<file path="src/rtl/swd_target_responder.sv">
`default_nettype none
// ============================================================================
//  Module   : swd_target_responder
//  Purpose  : Target-side SWD endpoint. Decodes host packet requests sampled
//             on SWCLK rising edges, drives turnaround/ACK/read data/parity,
//             captures write data and hands register accesses to a DP/AP
//             register model through a simple pulse handshake.
//  Ports    : clk, rst              - system clock, sync active-high reset
//             swclk, swdio_in       - SWD line inputs (already synchronized)
//             swdio_out, swdio_oe   - SWDIO drive value / drive enable
//             busy, fault           - ACK selection, sampled at request decode
//             req_ap, req_addr      - APnDP and A[3:2] of the latest request
//             rd_req, rd_data       - read request pulse / read value
//             wr_valid, wr_data     - write strobe / captured write data
//             wr_perr, req_err      - write parity error / malformed request
//             line_reset            - line reset detected
//  Revision : 1.0 - initial release
// ============================================================================
module swd_target_responder #(
    parameter logic [31:0] IDCODE          = 32'h0BA01477,
    parameter int          LINE_RESET_BITS = 50
) (
    input  logic        clk,
    input  logic        rst,
    input  logic        swclk,
    input  logic        swdio_in,
    output logic        swdio_out,
    output logic        swdio_oe,
    input  logic        busy,
    input  logic        fault,
    output logic        req_ap,
    output logic [1:0]  req_addr,
    output logic        rd_req,
    input  logic [31:0] rd_data,
    output logic        wr_valid,
    output logic [31:0] wr_data,
    output logic        wr_perr,
    output logic        req_err,
    output logic        line_reset
);

    localparam int                  c_ONES_W    = $clog2(LINE_RESET_BITS + 1);
    localparam logic [c_ONES_W-1:0] c_ONES_MAX  = c_ONES_W'(LINE_RESET_BITS);
    localparam logic [2:0]          c_ACK_OK    = 3'b001;
    localparam logic [2:0]          c_ACK_WAIT  = 3'b010;
    localparam logic [2:0]          c_ACK_FAULT = 3'b100;

    typedef enum logic [2:0] {
        ST_IDLE  = 3'd0,
        ST_REQ   = 3'd1,
        ST_TRN1  = 3'd2,
        ST_ACK   = 3'd3,
        ST_RDATA = 3'd4,
        ST_WDATA = 3'd5
    } state_t;

    state_t              r_state,      w_state_nxt;
    logic [5:0]          r_bitcnt,     w_bitcnt_nxt;
    logic                r_armed,      w_armed_nxt;
    logic [c_ONES_W-1:0] r_ones,       w_ones_nxt;
    logic [5:0]          r_req,        w_req_nxt;     // request bits 1..6, LSB = bit 1
    logic                r_rnw,        w_rnw_nxt;
    logic [2:0]          r_ack,        w_ack_nxt;
    logic [31:0]         r_shift,      w_shift_nxt;
    logic                r_par,        w_par_nxt;
    logic                r_out,        w_out_nxt;
    logic                r_oe,         w_oe_nxt;
    logic                r_ap,         w_ap_nxt;
    logic [1:0]          r_addr,       w_addr_nxt;
    logic [31:0]         r_wdata,      w_wdata_nxt;
    logic                r_rd_req,     w_rd_req_nxt;
    logic                r_wr_valid,   w_wr_valid_nxt;
    logic                r_wr_perr,    w_wr_perr_nxt;
    logic                r_req_err,    w_req_err_nxt;
    logic                r_line_reset, w_line_reset_nxt;
    logic                r_swclk_q;

    logic        w_rise;
    logic        w_req_ok;
    logic        w_req_idcode;
    logic [31:0] w_rd_src;

    assign w_rise       = swclk & ~r_swclk_q;
    // Decoded on the park-bit rise: r_req holds bits 1..6, swdio_in is park.
    assign w_req_ok     = (r_req[4] == ^r_req[3:0]) && !r_req[5] && swdio_in;
    assign w_req_idcode = !r_req[0] && (r_req[3:2] == 2'b00);
    assign w_rd_src     = (!r_ap && (r_addr == 2'b00)) ? IDCODE : rd_data;

    always_comb begin
        w_state_nxt      = r_state;
        w_bitcnt_nxt     = r_bitcnt;
        w_armed_nxt      = r_armed;
        w_ones_nxt       = r_ones;
        w_req_nxt        = r_req;
        w_rnw_nxt        = r_rnw;
        w_ack_nxt        = r_ack;
        w_shift_nxt      = r_shift;
        w_par_nxt        = r_par;
        w_out_nxt        = r_out;
        w_oe_nxt         = r_oe;
        w_ap_nxt         = r_ap;
        w_addr_nxt       = r_addr;
        w_wdata_nxt      = r_wdata;
        w_rd_req_nxt     = 1'b0;
        w_wr_valid_nxt   = 1'b0;
        w_wr_perr_nxt    = 1'b0;
        w_req_err_nxt    = 1'b0;
        w_line_reset_nxt = 1'b0;

        if (w_rise) begin
            case (r_state)
                ST_IDLE: begin
                    if (!swdio_in) begin
                        w_armed_nxt = 1'b1;
                    end else if (r_armed) begin
                        w_state_nxt  = ST_REQ;
                        w_bitcnt_nxt = 6'd1;
                    end
                end
                ST_REQ: begin
                    w_req_nxt    = {swdio_in, r_req[5:1]};
                    w_bitcnt_nxt = r_bitcnt + 6'd1;
                    if (r_bitcnt == 6'd7) begin
                        if (w_req_ok) begin
                            w_ap_nxt    = r_req[0];
                            w_rnw_nxt   = r_req[1];
                            w_addr_nxt  = r_req[3:2];
                            w_ack_nxt   = fault ? c_ACK_FAULT : (busy ? c_ACK_WAIT : c_ACK_OK);
                            // DP IDCODE is answered locally, so no register-model read.
                            w_rd_req_nxt = !fault && !busy && r_req[1] && !w_req_idcode;
                            w_state_nxt  = ST_TRN1;
                        end else begin
                            w_req_err_nxt = 1'b1;
                            w_armed_nxt   = 1'b0;
                            w_state_nxt   = ST_IDLE;
                        end
                    end
                end
                ST_TRN1: begin
                    w_oe_nxt     = 1'b1;
                    w_out_nxt    = r_ack[0];
                    w_bitcnt_nxt = 6'd1;
                    w_state_nxt  = ST_ACK;
                end
                ST_ACK: begin
                    if (r_bitcnt < 6'd3) begin
                        w_out_nxt    = r_ack[r_bitcnt[1:0]];
                        w_bitcnt_nxt = r_bitcnt + 6'd1;
                    end else if ((r_ack == c_ACK_OK) && r_rnw) begin
                        w_out_nxt    = w_rd_src[0];
                        w_shift_nxt  = {1'b0, w_rd_src[31:1]};
                        w_par_nxt    = ^w_rd_src;
                        w_bitcnt_nxt = 6'd1;
                        w_state_nxt  = ST_RDATA;
                    end else if (r_ack == c_ACK_OK) begin
                        w_oe_nxt     = 1'b0;
                        w_out_nxt    = 1'b0;
                        w_bitcnt_nxt = 6'd0;
                        w_state_nxt  = ST_WDATA;
                    end else begin
                        w_oe_nxt    = 1'b0;
                        w_out_nxt   = 1'b0;
                        w_state_nxt = ST_IDLE;
                    end
                end
                ST_RDATA: begin
                    if (r_bitcnt < 6'd32) begin
                        w_out_nxt    = r_shift[0];
                        w_shift_nxt  = {1'b0, r_shift[31:1]};
                        w_bitcnt_nxt = r_bitcnt + 6'd1;
                    end else if (r_bitcnt == 6'd32) begin
                        w_out_nxt    = r_par;
                        w_bitcnt_nxt = r_bitcnt + 6'd1;
                    end else begin
                        w_oe_nxt    = 1'b0;
                        w_out_nxt   = 1'b0;
                        w_state_nxt = ST_IDLE;
                    end
                end
                ST_WDATA: begin
                    if (r_bitcnt < 6'd32) begin
                        w_shift_nxt  = {swdio_in, r_shift[31:1]};
                        w_bitcnt_nxt = r_bitcnt + 6'd1;
                    end else begin
                        // Data is captured even on a parity error.
                        w_wdata_nxt    = r_shift;
                        w_wr_valid_nxt = (swdio_in == ^r_shift);
                        w_wr_perr_nxt  = (swdio_in != ^r_shift);
                        w_state_nxt    = ST_IDLE;
                    end
                end
                default: begin
                    w_state_nxt = ST_IDLE;
                end
            endcase

            // Line-reset detection overrides whatever the packet phase decided.
            // Samples taken while we drive the line are our own and are ignored.
            if (!r_oe) begin
                if (swdio_in) begin
                    if (r_ones != c_ONES_MAX) begin
                        w_ones_nxt = r_ones + 1'b1;
                    end
                    if (r_ones == c_ONES_MAX - 1'b1) begin
                        w_line_reset_nxt = 1'b1;
                        w_oe_nxt         = 1'b0;
                        w_out_nxt        = 1'b0;
                        w_armed_nxt      = 1'b0;
                        w_bitcnt_nxt     = 6'd0;
                        w_state_nxt      = ST_IDLE;
                        w_rd_req_nxt     = 1'b0;
                        w_wr_valid_nxt   = 1'b0;
                        w_wr_perr_nxt    = 1'b0;
                        w_req_err_nxt    = 1'b0;
                    end
                end else begin
                    w_ones_nxt = '0;
                end
            end
        end
    end

    always_ff @(posedge clk) begin
        // Tracking swclk through reset avoids a false rise on reset release.
        r_swclk_q <= swclk;
        if (rst) begin
            r_state      <= ST_IDLE;
            r_bitcnt     <= '0;
            r_armed      <= 1'b0;
            r_ones       <= '0;
            r_req        <= '0;
            r_rnw        <= 1'b0;
            r_ack        <= '0;
            r_shift      <= '0;
            r_par        <= 1'b0;
            r_out        <= 1'b0;
            r_oe         <= 1'b0;
            r_ap         <= 1'b0;
            r_addr       <= '0;
            r_wdata      <= '0;
            r_rd_req     <= 1'b0;
            r_wr_valid   <= 1'b0;
            r_wr_perr    <= 1'b0;
            r_req_err    <= 1'b0;
            r_line_reset <= 1'b0;
        end else begin
            r_state      <= w_state_nxt;
            r_bitcnt     <= w_bitcnt_nxt;
            r_armed      <= w_armed_nxt;
            r_ones       <= w_ones_nxt;
            r_req        <= w_req_nxt;
            r_rnw        <= w_rnw_nxt;
            r_ack        <= w_ack_nxt;
            r_shift      <= w_shift_nxt;
            r_par        <= w_par_nxt;
            r_out        <= w_out_nxt;
            r_oe         <= w_oe_nxt;
            r_ap         <= w_ap_nxt;
            r_addr       <= w_addr_nxt;
            r_wdata      <= w_wdata_nxt;
            r_rd_req     <= w_rd_req_nxt;
            r_wr_valid   <= w_wr_valid_nxt;
            r_wr_perr    <= w_wr_perr_nxt;
            r_req_err    <= w_req_err_nxt;
            r_line_reset <= w_line_reset_nxt;
        end
    end

    assign swdio_out  = r_out;
    assign swdio_oe   = r_oe;
    assign req_ap     = r_ap;
    assign req_addr   = r_addr;
    assign rd_req     = r_rd_req;
    assign wr_valid   = r_wr_valid;
    assign wr_data    = r_wdata;
    assign wr_perr    = r_wr_perr;
    assign req_err    = r_req_err;
    assign line_reset = r_line_reset;

endmodule
`default_nettype wire

</file>
<file path="config.mk">
export PLATFORM = sky130hd
export DESIGN_NAME = swd_target_responder
export DESIGN_NICKNAME = d
export VERILOG_FILES = /design/src/rtl/swd_target_responder.sv
export SDC_FILE = /design/constraint.sdc
export NUM_CORES = 1
export LEC_CHECK = 0
export CORE_ASPECT_RATIO = 0.7
export CORE_MARGIN = 3
export CORE_UTILIZATION = 30
export DETAILED_ROUTE_END_ITERATION = 10
export HOLD_SLACK_MARGIN = 0.12
export PLACE_DENSITY = 0.54
export SYNTH_ARGS = -nofsm -noshare
export SYNTH_HDL_FRONTEND = slang
export SYNTH_SLANG_ARGS = --single-unit
</file>
<file path="constraint.sdc">
create_clock -name clk -period 3.9 [get_ports clk]
set_input_delay 0.78 -clock clk [delete_from_list [all_inputs] [get_ports clk]]
set_output_delay 0.78 -clock clk [all_outputs]
set_load 0.03 [all_outputs]
</file>
==> summary.txt, run 1 <==
Run status
  • Status: completed

STA
  • PnR worst setup slack: 1.09 ns
  • Final Hold Viols: 0
  • Part of the cycle the worst path needs: 72.1%
  • Tightest Pin Transition: 1.11 ns
  • Fmax: 0.356 GHz
  • # setup viols final: 0
  • Min Clock Period, post-route: 2.81 ns
  • Setup tns final: 0 ns
  • Final Max Tran Viols: 0
  • Final setup skew: 0.00478 ns
  • RSZ-0062 raised after global routing: false
  • Relative slew slack: 25.7%

Synth
  • Synth top area share: 39.6%
  • Syn Inst Count: 636
  • Ys flop type: dfxtp_1
  • Syn nets: 681
  • Ys Warns: 0
  • Synth Register Bits: 102
  • Post-Syn Area per Cell: 8.10 um^2
  • Top cell type by total area after synthesis: dfxtp_1
  • Sequential element share of the synthesized area: 39.6%
  • Synth cell types: 60
  • Cell Area, Synth: 0.00515 mm^2
  • EDFF count, synth: 0
  • Top area cells in the synthesized netlist: dfxtp_1 40%, xnor2_1 9.5%, nand2_1 8.6%
  • Share of flip-flops with an asynchronous set or reset: 0%

Critical path
  • Crit-path max FO: 21
  • Crit-path cells: nor2b_1 -> o2111ai_1 -> a21oi_4 -> buf_4 -> nor2_1 -> a311oi_1
  • Critical Path RT: 4.16 ns
  • CP bufs+invs: 1
  • Worst setup SP type: flop
  • Arr. time, crit path: 3.07 ns
  • Setup crit start: r_state[0]
  • Critical R2R Capture: r_shift[2]
  • Crit Path Class: flop to flop
  • CP Capture Type: flop
  • Worst r2r src: r_state[0]
  • R2r setup slk: 1.09 ns
  • CP max stage cell: dfxtp_1
  • Worst reg-to-reg path cell count: 6
  • CP peak stage delay: 0.81 ns
  • CP delay by family, top: compound AO/OA/AOI/OAI gates

GRT
  • Met1 global-route usage: 26.5%
  • Initial antenna violation count: 0
  • Gr ovfl total: 0
  • Global route hottest layer: met1
  • GRT Util Overall: 17.2%
  • Largest net degree at the start of global routing: 51
  • Met3 usage: 3.89%
  • First-pass GRT wire length: 25.5 mm
  • Vias in the first global route: 4582
  • GR Layer Usage met2: 24.6%

CTS
  • Clk buf depth: 2
  • H-tree Lvls: 3
  • Root Buffer: clkbuf_16
  • TritonCTS clock tree: done
  • Number of CTS-inserted buffers: 9
  • Hold-fix buffers, CTS: 0
  • CTS-repair resized insts: 0
  • Clock transition at path regs: 0.07 ns
  • Clock Sinks: 102
  • Post-CTS repair timing setup buffer count: 0
  • Worst-skew pair later-pin latency: 0.35 ns

Placement
  • Global placement routability congestion: 0.867
  • Placed cell area: 0.00613 mm^2
  • DP Wirelength: 11.5 mm
  • IO buf count: 79
  • Pre-CTS setup slack: 0.872 ns

Detailed routing
  • DRC: 0
  • Routed WL: 16.1 mm
  • Via density: 5.12
  • Initial DRC Count: 388
  • Pre-antenna DRT Iters: 5
  • Antenna viol nets, final: 0
  • Vias post-DR: 4719
  • WL per Instance: 17.4 um

Power
  • PnR Total Power: 0.00213 W
  • PwrDens: 332 mW/mm^2
  • LEAKAGE: 1.94 nW
  • Max rail drop VDD: 0.194 mV

Floorplan
  • Die span in x: 163 um
  • Count of boundary I/O pins: 80
  • Die area: 0.0188 mm^2
  • Initial Util: 31.1%
  • Core area: 0.0166 mm^2
  • Die H: 116 um
  • Cell row count: 39

Min path
  • WHS Endpoint: wr_data[8]
  • Worst Hold Launch: wr_data[8]
  • Hold depth: 2
  • Worst hold-check path type: flop to flop

Run
  • Max cap viols: 0

Final layout
  • Utilization after layout: 38.7%
  • Area Growth Syn to Fin: 24.5%
  • Fillcell total: 1745
  • Layout cells sized above 1: 6.03%
  • FF/Latch Area: 0.00204 mm^2
  • Post-route cell area: 0.00641 mm^2
  • Final net count: 737
  • Most frequent cells in the layout: 118 x nand2_1, 102 x dfxtp_1, 78 x clkdlybuf4s50_1
  • Multi-input gate area: 0.00291 mm^2
  • Ant. Diodes: 0
  • Commonest non-fill, non-tap cell in the layout: nand2_1
[cell families after synthesis]
family,synth area share [%]
xor gates and xnor gates,12.0
and+or+nand+nor,22.0
muxes,1.55
AOI/OAI and AO/OA,18.7
adders and majority gates,1.70
buffers and inverters,4.35
DFF,39.6
[sequential cells by signal, summed over array words and instances, names as in the netlist, 2 cells and up]
register	flops
r_state	3
req_addr	2
r_shift	32
r_bitcnt	6
wr_data	32
r_ack	3
r_ones	6
r_req	6
[Yosys cell counts (all sizes together), types with 2 or more instances]
cell	instances
nand2	119
dfxtp	102
a21oi	63
xnor2	56
nor2	48
clkbuf	33
nand3	33
a311oi	22
or3	15
inv	13
o211ai	13
o21ai	12
xor2	12
buf	9
mux2i	8
ha	7
nand4	7
nor2b	6
nor3	6
a31oi	5
a211oi	4
o31a	4
nand2b	3
o22ai	3
o31ai	3
or2	3
a32oi	2
a41oi	2
and3	2
and4bb	2
o21a	2
[power breakdown]
group	internal, W	switching [W]	total (W)
logic	0.0000989	0.000102	0.000201
clock network	0.000470	0.000412	0.000882
registers	0.00104	0.00000443	0.00105
total	0.00161	0.000518	0.00213
[per-layer routing]
layer	wire (um)	vias to the layer above
met3	974	10
met2	6560	153
met4	119	0
met5	0	-
li1	-	2328
met1	8420	2228
[worst min-delay path, cell delays in order, from the launching register on]
cell and delay, ns:
dfxtp_1 0.31, nand2_1 0.05, a21oi_1 0.05
[how the worst max path moves through the flow]
stage / depth (start not counted) / endpoint
final: 6 / r_shift[2]
after global routing: 6 / r_shift[7]
after CTS: 6 / r_ack[1]
after detailed placement: 7 / wr_perr
after global placement: 7 / wr_perr
after floorplan: 7 / wr_perr
[cell type report]
class                   count  area share, %
multi-input cells         479           45.3
flip-flops and latches    102           31.8
repair buffers             87           13.2
well taps                 225           4.39
clock buffers              12           4.00
inverters                  13          0.761
clock inverters             4          0.488
[stage by stage]
step	cells	hold slack [ns]
final	922	0.458
after global routing	922	0.485
after CTS	922	0.458
after detailed placement	906	0.448
after global placement	906	0.446
after floorplan	636	0.450
No activity file was read; power rests on OpenSTA's default activity.
==> run 2: changes to the inputs <==
PLACE_DENSITY = 0.55   (was 0.54)
clock period = 2.5 ns   (was 3.9 ns; I/O delays follow)
==> run 2 against run 1 <==
Net effect:
- sequential power increased by 55%
- sequential cell count unchanged
- register-to-register slack got worse by 0.85 ns
- worst hold slack got worse by 0.0042 ns
- total power increased by 62%
- cell count increased by 3.0%
- via count increased by 4.0%
- worst setup slack got worse by 0.85 ns
- final area increased by 4.3%
- first-iteration DRC count decreased by 5.4%
- maximum frequency increased by 24%
==> summary.txt, run 2 (synthesis gave the netlist of run 1 again) <==
GRT
  • Initial antenna violation count: 0
  • First-pass GRT wire length: 25.5 mm
  • Largest net degree at the start of global routing: 67
  • Vias in the first global route: 4698
  • Gr ovfl total: 0
  • GRT Util Overall: 17.2%

Min path
  • WHS Endpoint: wr_data[4]
  • Worst Hold Launch: wr_data[4]
  • Worst hold-check path type: flop to flop
  • Hold depth: 2

STA
  • Final Max Tran Viols: 0
  • # setup viols final: 0
  • Fmax: 0.442 GHz
  • Final Hold Viols: 0
  • Relative slew slack: 43.9%
  • Part of the cycle the worst path needs: 90.4%
  • Final setup skew: 0.00765 ns
  • Tightest Pin Transition: 0.836 ns
  • Min Clock Period, post-route: 2.26 ns
  • RSZ-0062 raised after global routing: false

Power
  • LEAKAGE: 2.11 nW
  • NetSw: 0.000860 W
  • PwrDens: 515 mW/mm^2
  • Combinational Power Share: 9.6%
  • Pint: 0.00259 W
  • Max rail drop VDD: 0.311 mV
  • PnR Total Power: 0.00345 W
  • Sequential share of power: 47.4%
  • Net Sw Frac: 24.9%
  • Clk network pwr share: 43.0%

Final layout
  • Final net count: 765
  • Most frequent cells in the layout: 118 x nand2_1, 102 x dfxtp_1, 78 x clkdlybuf4s50_1
  • FF/Latch Area: 0.00204 mm^2
  • Fillcell total: 1676
  • Post-route cell area: 0.00669 mm^2
  • Ant. Diodes: 0
  • Multi-input gate area: 0.00291 mm^2
  • Commonest non-fill, non-tap cell in the layout: nand2_1
  • Area Growth Syn to Fin: 29.9%
  • Finished Layout Cells: 950
  • Layout cells sized above 1: 9.66%

Detailed routing
  • Routed WL: 16.1 mm
  • DRC: 0
  • DR WL met2: 6.38 mm
  • Top Metal Used: met4
  • Detailed-routing wirelength on met1: 8.35 mm
  • Antenna viol nets, final: 0
  • WL per Instance: 16.9 um
  • Pre-antenna DRT Iters: 5
  • Vias post-DR: 4907
  • Initial DRC Count: 367
  • Via density: 5.17
  • Met3 Wirelength: 1.20 mm

Placement
  • Global placement routability congestion: 0.968
  • Placed Cells: 934
  • DP Wirelength: 11.8 mm
  • IO buf count: 79
  • Placed cell area: 0.00638 mm^2

CTS
  • Clock Sinks: 102
  • Clk buf depth: 2
  • Hold-fix buffers, CTS: 0
  • Root Buffer: clkbuf_16
  • Number of CTS-inserted buffers: 9
  • Worst-skew pair later-pin latency: 0.35 ns
  • Clock transition at path regs: 0.08 ns
  • TritonCTS clock tree: done
  • H-tree Lvls: 3

Critical path
  • Crit-path max FO: 7
  • Worst reg-to-reg path cell count: 9
  • Worst setup SP type: flop
  • Worst r2r src: r_bitcnt[0]
  • Critical Path RT: 2.73 ns
  • Crit Path Class: flop to flop
  • CP Capture Type: flop
  • Arr. time, crit path: 2.49 ns
  • R2r setup slk: 0.24 ns
  • Critical R2R Capture: r_bitcnt[4]

Floorplan
  • Initial Util: 31.1%
  • Die H: 116 um
  • Die span in x: 163 um
  • Count of boundary I/O pins: 80
  • Core area: 0.0166 mm^2
  • Cell row count: 39
  • Die area: 0.0188 mm^2

Run
  • Max cap viols: 0

Run status
  • Status: completed
[run 2: worst max-delay path by stage]
stage                   to   startpoint  depth (start not counted)  slack (ns)
6_report       r_bitcnt[4]  r_bitcnt[0]                          9        0.24
5_1_grt           r_ack[1]  r_bitcnt[0]                          9        0.02
4_1_cts        r_bitcnt[4]  r_bitcnt[0]                          9        0.24
3_5_place_dp      r_ack[2]     swdio_in                          8       -0.01
3_3_place_gp      r_ack[0]     swdio_in                          8       -0.05
2_1_floorplan    swdio_out  r_bitcnt[0]                          8        0.52
[run 2: metal layers]
metal  vias up  track usage [%]
li1       2383                -
met3        17             4.36
met4         0             4.23
met2       192             24.3
met5         -                0
met1      2315             25.9
[run 2: stage by stage]
| step | TNS (ns) | hold WS (ns) | util, % | setup slack (ns) |
|---|---|---|---|---|
| 6_report | 0 | 0.454 | 40.3 | 0.239 |
| 2_1_floorplan | 0 | 0.450 | - | 0.517 |
| 3_5_place_dp | -0.0234 | 0.447 | 38.5 | -0.00957 |
| 4_1_cts | 0 | 0.457 | 40.3 | 0.237 |
| 5_1_grt | 0 | 0.483 | 40.3 | 0.0183 |
| 3_3_place_gp | -0.280 | 0.448 | 38.5 | -0.0480 |
[run 2: final cells by class]
class                      instances  area share (%)
multi-input combinational        479            43.5
sequential                       102            30.5
timing repair buffer             115            16.5
tap                              225            4.21
clock buffer                       9            3.37
clock inverter                     7            1.20
inverter                          13           0.729
[run 2: power by group through the flow]
stage,Sequential [W],Clock (W),Combinational [W]
finish,0.00163,0.00148,0.000330
global route,0.00163,0.00157,0.000357
CTS,0.00163,0.00152,0.000330
detailed placement,0.00167,0,0.000326
global placement,0.00167,0,0.000326
floorplan,0.00167,0,0.000194
[run 2: critical path, cell delays in order (launching register included)]
cell and delay (ns):
dfxtp_1 0.38, inv_1 0.10, ha_1 0.15, or4b_2 0.64, o21ai_2 0.18, nand2_2 0.11
a21boi_0 0.14, buf_4 0.16, o21ai_0 0.19, a211oi_1 0.09
[run 2: what timing repair did]
| action | CTS | global route |
|---|---|---|
| setup buffers | 0 | 0 |
| resized for setup | 0 | 1 |
| setup endpoints to repair | 0 | 1 |
==> run 3: changes to the inputs <==
CORE_MARGIN = default   (was 3)
PLACE_DENSITY = 0.54   (was 0.55)
clock period = 2.64 ns   (was 2.5 ns; I/O delays follow)
==> run 3 against run 2 <==
Net effect:
- clock power is 9% lower
- total power is 7.1% lower
- combinational power is 6.7% lower
- worst setup slack worse by 0.011 ns
- maximum frequency is 6.3% lower
- worst hold slack hardly changed
- sequential share of layout area is 0.41 points higher
- cell count is 0.74% lower
- largest cell class unchanged
- highest routed layer unchanged
==> summary.txt, run 3 (synthesis gave the netlist of run 1 again) <==
Critical path
  • Worst r2r src: r_bitcnt[0]
  • Worst setup SP type: flop
  • Setup crit start: r_bitcnt[0]
  • CP Capture Type: flop
  • Crit Path Class: flop to flop
  • Crit-path max FO: 7
  • Arr. time, crit path: 2.67 ns
  • Critical Path RT: 2.90 ns

Final layout
  • Commonest non-fill, non-tap cell in the layout: nand2_1
  • Fillcell total: 1695
  • Most frequent cells in the layout: 118 x nand2_1, 102 x dfxtp_1, 78 x clkdlybuf4s50_1
  • Layout cells sized above 1: 8.50%
  • Final net count: 759
  • Ant. Diodes: 0
  • Area Growth Syn to Fin: 28.1%

Placement
  • IO buf count: 79
  • DP Wirelength: 11.3 mm
  • Pre-CTS setup slack: 0.214 ns
  • Global placement routability congestion: 0.884

STA
  • PnR worst setup slack: 0.228 ns
  • Min Clock Period, post-route: 2.41 ns
  • Final Hold Viols: 0
  • # setup viols final: 0
  • Final Max Tran Viols: 0
  • Relative slew slack: 41.4%
  • RSZ-0062 raised after global routing: false
  • Setup tns final: 0 ns
  • Final setup skew: 0.00961 ns
  • Part of the cycle the worst path needs: 91.3%
  • Fmax: 0.415 GHz
  • Tightest Pin Transition: 0.879 ns

Floorplan
  • Die area: 0.0177 mm^2
  • Count of boundary I/O pins: 80
  • Cell row count: 39
  • Die span in x: 159 um
  • Die H: 112 um
  • Core area: 0.0165 mm^2
  • Initial Util: 31.1%

CTS
  • TritonCTS clock tree: done
  • Clock Sinks: 102
  • Worst-skew pair later-pin latency: 0.34 ns
  • Clock transition at path regs: 0.07 ns
  • Number of CTS-inserted buffers: 9
  • Root Buffer: clkbuf_16
  • Hold-fix buffers, CTS: 0
  • H-tree Lvls: 3
  • CTS-repair resized insts: 0
  • Post-CTS repair timing setup buffer count: 0
  • Clk buf depth: 2

GRT
  • GRT Util Overall: 17.9%
  • First-pass GRT wire length: 25.0 mm
  • Gr ovfl total: 0
  • Initial antenna violation count: 0
  • Vias in the first global route: 4597
  • Largest net degree at the start of global routing: 49

Detailed routing
  • Pre-antenna DRT Iters: 4
  • Routed WL: 15.5 mm
  • Initial DRC Count: 336
  • Via density: 5.06
  • DRC: 0
  • Antenna viol nets, final: 0
  • WL per Instance: 16.4 um
  • Vias post-DR: 4767

Power
  • Max rail drop VDD: 0.247 mV
  • Combinational Power Share: 9.6%
  • PwrDens: 485 mW/mm^2
  • NetSw: 0.000747 W
  • PnR Total Power: 0.00320 W
  • Clk network pwr share: 42.0%
  • Pint: 0.00245 W
  • Sequential share of power: 48.3%
  • Net Sw Frac: 23.3%
  • LEAKAGE: 2.06 nW

Min path
  • Worst Hold Launch: wr_data[17]
  • Worst hold-check path type: flop to flop

Run status
  • Status: completed

Run
  • Max cap viols: 0
run 3: cell types whose count changed in the layout (fill, tap and decap cells not counted), sizes merged:
cell      previous run  this run
inv                 16        13
clkinv               2         0
clkbuf               9        12
clkinvlp             1         2
buf                 37        31
run 3: layout make-up:
class	count	area, um^2	area share, %
well taps	225	282	4.26
repair buffers	109	1040	15.7
multi-input cells	479	2900	44.0
clock inverters	3	45.0	0.682
clock buffers	12	246	3.73
flip-flops and latches	102	2040	30.9
inverters	13	48.8	0.739
run 3: power groups by stage:
stage | Sequential [W] | Combinational, W | Clock (W)
global route | 0.00155 | 0.000334 | 0.00142
finish | 0.00155 | 0.000308 | 0.00135
detailed placement | 0.00158 | 0.000306 | 0
global placement | 0.00158 | 0.000304 | 0
CTS | 0.00155 | 0.000309 | 0.00137
floorplan | 0.00158 | 0.000184 | 0
run 3: per-layer routing:
layer / up-vias / GRT usage, % / part of all wire (%)
li1: 2373 / - / -
met1: 2231 / 27.7 / 53
met2: 154 / 25.2 / 40
met3: 9 / 3.97 / 6.8
met4: 0 / 3.08 / 0.56
met5: - / 0 / 0
run 3: path summary, 6_finish.rpt:
kind | to | slack (ns) | cells after the start
max reg2reg | r_bitcnt[2] | 0.23 | 7
min reg2reg | wr_data[17] | 0.45 | 2
max | r_bitcnt[2] | 0.23 | 7
min | wr_data[17] | 0.45 | 2
run 3: metrics by stage:
| stage | cells | cell area, um^2 | util, % | hold WS [ns] |
|---|---|---|---|---|
| after floorplan | 636 | 5150 | - | 0.450 |
| after CTS | 943 | 6600 | 39.9 | 0.457 |
| final | 943 | 6600 | 39.9 | 0.454 |
| after global placement | 928 | 6310 | 38.2 | 0.449 |
| after global routing | 943 | 6600 | 39.9 | 0.470 |
| after detailed placement | 928 | 6310 | 38.2 | 0.447 |
run 3: worst max-delay path, stage by stage, from the launching register on:
cell	delay, ns
dfxtp_1	0.47
ha_1	0.27
or2_2	0.15
or2_1	0.29
nand4_1	0.14
a21boi_0	0.56
o21ai_0	0.21
a211oi_1	0.24
